===== src/rtl/led_matrix_scanner_if.sv =====
// led_matrix_scanner_if: back-buffer write/commit handshake and LED drive lines of the matrix scanner.
// The brightness input exists only when LED_MATRIX_PWM_EN is defined.
interface led_matrix_scanner_if;
   logic       wr_valid;
   logic [2:0] wr_row;
   logic [7:0] wr_data;
   logic       wr_ready;
   logic       commit;
   logic       frame_done;
   logic [7:0] row;
   logic [7:0] d;
`ifdef LED_MATRIX_PWM_EN
   logic [3:0] brightness;
`endif
   modport master (
      input  wr_ready, frame_done, row, d,
      output wr_valid, wr_row, wr_data, commit
`ifdef LED_MATRIX_PWM_EN
      , brightness
`endif
   );
   modport slave (
      output wr_ready, frame_done, row, d,
      input  wr_valid, wr_row, wr_data, commit
`ifdef LED_MATRIX_PWM_EN
      , brightness
`endif
   );
endinterface


===== src/rtl/led_matrix_scanner.sv =====
// led_matrix_scanner: double-buffered 8x8 LED matrix row scanner with frame-boundary buffer swap.
// Optional LED_MATRIX_PWM_EN adds a 4-bit brightness PWM on the column data.
module led_matrix_scanner #(
   parameter int SCAN_DIV     = 27000,
   parameter int BLANK_CYCLES = 64
) (
   input logic                 clock,
   input logic                 reset_n,
   led_matrix_scanner_if.slave bus
);
   localparam int            DW   = $clog2(SCAN_DIV);
   localparam logic [DW-1:0] LAST = DW'(SCAN_DIV - 1);
   localparam logic [DW-1:0] BLK  = DW'(BLANK_CYCLES);
   logic [DW-1:0] r_div;
   logic [2:0]    r_row_idx;
   logic          r_front;
   logic          r_pending;
   logic          r_frame_done;
   logic [7:0]    r_buf [2][8];
   logic [7:0]    r_row;
   logic [7:0]    r_d;
   logic          w_last;
   logic          w_boundary;
   logic          w_swap;
   logic          w_active;
   logic          w_wr;
   logic [7:0]    w_pix;
   assign w_last     = r_div == LAST;
   assign w_boundary = w_last && r_row_idx == 3'd7;
   assign w_swap     = w_boundary && (r_pending || bus.commit);
   assign w_active   = r_div >= BLK;
   assign w_wr       = bus.wr_valid && !r_pending;
`ifdef LED_MATRIX_PWM_EN
   logic [3:0] r_pwm;
   logic [3:0] w_pwm;
   // PWM phase restarts at the first active cycle of every row period
   assign w_pwm = r_div == BLK ? 4'd0 : r_pwm;
   assign w_pix = w_pwm < bus.brightness ? r_buf[r_front][r_row_idx] : 8'h00;
   always_ff @(posedge clock) begin
      if (!reset_n)
         r_pwm <= '0;
      else if (w_active)
         r_pwm <= w_pwm + 4'd1;
   end
`else
   assign w_pix = r_buf[r_front][r_row_idx];
`endif
   always_ff @(posedge clock) begin
      if (!reset_n) begin
         r_div        <= '0;
         r_row_idx    <= '0;
         r_front      <= 1'b0;
         r_pending    <= 1'b0;
         r_frame_done <= 1'b0;
         r_row        <= 8'hFF;
         r_d          <= 8'h00;
         for (int i = 0; i < 8; i++) begin
            r_buf[0][i] <= '0;
            r_buf[1][i] <= '0;
         end
      end else begin
         r_div <= w_last ? '0 : r_div + DW'(1);
         if (w_last)
            r_row_idx <= r_row_idx + 3'd1;
         // a write on the swap cycle lands in the old back buffer, i.e. the new front
         if (w_wr)
            r_buf[~r_front][bus.wr_row] <= bus.wr_data;
         r_front      <= r_front ^ w_swap;
         r_pending    <= w_swap ? 1'b0 : r_pending | bus.commit;
         r_frame_done <= w_swap;
         r_row        <= w_active ? ~(8'h01 << r_row_idx) : 8'hFF;
         r_d          <= w_active ? w_pix : 8'h00;
      end
   end
   assign bus.wr_ready   = !r_pending;
   assign bus.frame_done = r_frame_done;
   assign bus.row        = r_row;
   assign bus.d          = r_d;
endmodule


===== src/flat_wrapper.sv =====
// flat-port wrapper written by rule: the top's interface ports become plain ports
module led_matrix_scanner_flat 
#(
   parameter int SCAN_DIV     = 27000,
   parameter int BLANK_CYCLES = 64
)
  (clock, reset_n, bus_wr_ready, bus_frame_done, bus_row, bus_d, bus_wr_valid, bus_wr_row, bus_wr_data, bus_commit);
  led_matrix_scanner_if bus_i ();
  input logic clock;
  input logic reset_n;
  output wire logic [$bits(bus_i.wr_ready)-1:0] bus_wr_ready;
  output wire logic [$bits(bus_i.frame_done)-1:0] bus_frame_done;
  output wire logic [$bits(bus_i.row)-1:0] bus_row;
  output wire logic [$bits(bus_i.d)-1:0] bus_d;
  input wire logic [$bits(bus_i.wr_valid)-1:0] bus_wr_valid;
  input wire logic [$bits(bus_i.wr_row)-1:0] bus_wr_row;
  input wire logic [$bits(bus_i.wr_data)-1:0] bus_wr_data;
  input wire logic [$bits(bus_i.commit)-1:0] bus_commit;
  assign bus_wr_ready = bus_i.wr_ready;
  assign bus_frame_done = bus_i.frame_done;
  assign bus_row = bus_i.row;
  assign bus_d = bus_i.d;
  assign bus_i.wr_valid = bus_wr_valid;
  assign bus_i.wr_row = bus_wr_row;
  assign bus_i.wr_data = bus_wr_data;
  assign bus_i.commit = bus_commit;
  led_matrix_scanner #(.SCAN_DIV(SCAN_DIV), .BLANK_CYCLES(BLANK_CYCLES)) u_core (.clock(clock), .reset_n(reset_n), .bus(bus_i));
endmodule

===== config.mk =====
export PLATFORM = sky130hd
export DESIGN_NAME = led_matrix_scanner_flat
export DESIGN_NICKNAME = d
export VERILOG_FILES = /design/src/rtl/led_matrix_scanner_if.sv /design/src/rtl/led_matrix_scanner.sv /design/src/flat_wrapper.sv
export SDC_FILE = /design/constraint.sdc
export NUM_CORES = 1
export LEC_CHECK = 0
export CORE_AREA = 2 2 155 157
export CTS_CLUSTER_DIAMETER = 100
export CTS_CLUSTER_SIZE = 10
export DETAILED_ROUTE_END_ITERATION = 7
export DIE_AREA = 0 0 157 159
export PLACE_DENSITY = 0.44
export RECOVER_POWER = 25
export REMOVE_ABC_BUFFERS = 1
export SLEW_MARGIN = 40
export SYNTH_ARGS = -nofsm -noshare
export SYNTH_HDL_FRONTEND = slang
export SYNTH_SLANG_ARGS = --single-unit

===== constraint.sdc =====
create_clock -name clock -period 3.2 [get_ports clock]
set_clock_uncertainty 0.15 [all_clocks]
set_input_delay 0.8 -clock clock [delete_from_list [all_inputs] [get_ports clock]]
set_output_delay 0.8 -clock clock [all_outputs]
set_load 0.005 [all_outputs]

==> reports/summary.txt <==
status -> completed
post-synthesis register bit count -> 166
worst min path class -> register to register
Synth async-reset ratio -> 0
worst skew pair latency -> 0.43 ns
Post-CTS Hold Buffers -> 0
register area -> 4610 um^2
P_leak -> 3.07 nW
ranking of synthesized cells by area -> edfxtp_1, and2_1, dfxtp_1, mux4_2, nand2_1
clk sinks -> 166
Port Buffers -> 32
Initial Util -> 0.317
Flop pwr share -> 0.498
setup slack, reg-to-reg -> 0.97 ns
Filler cells -> 2228
Die X -> 157 um
cts repair resizes -> 0
first-pass GRT wire length -> 27.2 mm
DR iter-0 viols -> 309
Power Density -> 553 nW/um^2
max cap viols -> 0
Post-synth top cells -> and2_1, edfxtp_1, nand2_1
slew margin rel. -> 0.453
Period Utilization, post-route -> 0.880
Critical Path Source Type -> input pin
share of cells above drive strength 1 -> 0.139
CP Class -> input pin to register
Yosys cell types -> 35
EDFF count, synth -> 128
Peak VDD IR -> 0.335 mV
drt first pass iters -> 6
vias in the first global route -> 4400
min cycle time layout -> 2.82 ns
Syn Area/Cell -> 13.3 um^2
I/O pin cnt -> 33
max-slew violation count -> 0
fin nets -> 627
initial antenna violation count -> 1
Max Fclk -> 355 MHz
setup TNS -> 0 ns
part of the Yosys area used for sequential elements -> 0.626
Slew @ Worst Pin -> 0.821 ns
Vias -> 4248
area share of the largest cell type after synthesis -> 0.522
Die H -> 159 um
GRT Total Usage -> 0.149
Max clock buf depth -> 2
synthesis-to-finish area growth -> 19.7%
Setup Fix Bufs, Post-CTS -> 0
Final Total Pwr -> 4.87 mW
Top FF cell, synth -> edfxtp_1
RSZ-0062 raised after global routing -> false
DP Wirelength -> 11.7 mm
Post-Synthesis Cell Area -> 7360 um^2
synth warn -> 0
CTS tree -> built
most frequent cell after synthesis -> and2_1
total wire length -> 17.5 mm
DRC -> 0
Comb power frac -> 0.038
DR WL/cell -> 18.7 um
clock power share -> 0.463
vias per std cell -> 4.53
Site Rows -> 56
Post-Synthesis Cells -> 552
Arrival @ worst endpoint -> 3.03 ns
GPL Wtd Cong -> 0.728
endpoints failing setup -> 0
Num CTS Buffers -> 17
final hold vios -> 0
clock root cell -> clkbuf_16
Die Area -> 25000 um^2
cell internal pwr -> 3.86 mW
worst-path fanout max -> 17
antenna viol nets, final -> 0
sw frac -> 0.207
H-tree Lvls -> 4
crit end category -> register
CTS clk-pin slew, worst paths -> 0.06 ns
largest net degree at the start of global routing -> 37
net load switching power -> 1.01 mW
Critical Path RT -> 3.41 ns
Synth area leader -> edfxtp_1
area of the core -> 23200 um^2
area of the multi-input gates -> 2600 um^2
GRT Residual Overflow -> 0
-- cells by family after synthesis --
group                    share of synthesized area
buffers and inverters                       0.0207
multiplexers                                 0.103
XOR/XNOR                                    0.0167
AND/OR/NAND/NOR                              0.203
flip-flops                                   0.626
AO/OA/AOI/OAI                               0.0172
adder cells (fa/ha/maj)                     0.0136
-- worst max-delay path: stages --
cell and delay, ns:
dlygate4sd3_1 0.70, clkbuf_1 0.66, o31a_1 0.31, and2_1 0.14, buf_4 0.20, a22o_1 0.19
-- worst paths after layout --
path,from,end,depth (start not counted)
min reg2reg,u_core.r_div[0],u_core.r_div[0],1
max,reset_n,u_core.bus.d[7],6
min,u_core.r_div[0],u_core.r_div[0],1
max reg2reg,u_core.r_div[7],u_core.r_div[3],5
-- area by class of cell --
| class | instances | share of cell area |
|---|---|---|
| Sequential cell | 166 | 0.523 |
| Multi-Input combinational cell | 349 | 0.295 |
| Timing Repair Buffer | 61 | 0.0587 |
| Clock buffer | 18 | 0.0487 |
| Tap cell | 319 | 0.0453 |
| Clock inverter | 14 | 0.0253 |
| Inverter | 9 | 0.00383 |
| Antenna cell | 1 | 0.000284 |
-- registers in the layout (all words and copies together), names as in the netlist, named ones only --
signal	flops
u_core.r_buf	128
u_core.bus.row	8
u_core.r_div	15
u_core.r_front	1
u_core.r_row_idx	3
u_core.bus.frame_done	1
u_core.r_pending	1
u_core.bus.d	8
-- power by group through the flow --
| stage | registers (mW) | clock network (mW) | logic [mW] |
|---|---|---|---|
| after floorplan | 2.46 | 0 | 0.0873 |
| after global placement | 2.47 | 0 | 0.190 |
| after detailed placement | 2.47 | 0 | 0.192 |
| after CTS | 2.43 | 2.31 | 0.193 |
| after global routing | 2.44 | 2.39 | 0.206 |
| final | 2.43 | 2.26 | 0.187 |
-- layer usage --
metal	GRT usage	part of all wire	vias up
met1	0.214	0.49	2097
met2	0.230	0.46	75
met4	0.0313	0.0064	0
met3	0.0359	0.038	9
met5	0	0	-
li1	-	-	2067
-- through the flow --
stage                util  hold WS (ns)  instance area [um^2]  worst slack [ns]  cells
global route        0.380         0.356                  8810             0.241    936
CTS                 0.381         0.335                  8840             0.658    936
floorplan               -         0.291                  7240             0.509    524
global placement    0.353         0.303                  8190             0.247    904
detailed placement  0.353         0.319                  8190             0.222    904
finish              0.380         0.330                  8810             0.383    937
-- placed cells by master (no fill, tap or decap), types with 2 or more instances in the layout --
master / instances
bufinv_16: 5
buf_4: 19
nor2_1: 24
nand3_1: 5
clkbuf_16: 17
edfxtp_1: 128
nor3_1: 12
clkinvlp_4: 2
a22o_1: 8
dlygate4sd3_1: 17
and2_0: 29
nand4_1: 4
mux2i_1: 4
nand2b_1: 13
dfxtp_1: 37
xnor2_1: 11
clkinv_4: 3
xor2_1: 3
and2_1: 104
nand2_1: 68
mux4_2: 32
inv_6: 3
ha_1: 8
clkbuf_1: 10
inv_1: 8
nor4_1: 5
o21ai_0: 7
clkdlybuf4s50_1: 15
(Power assumes the default switching activity.)
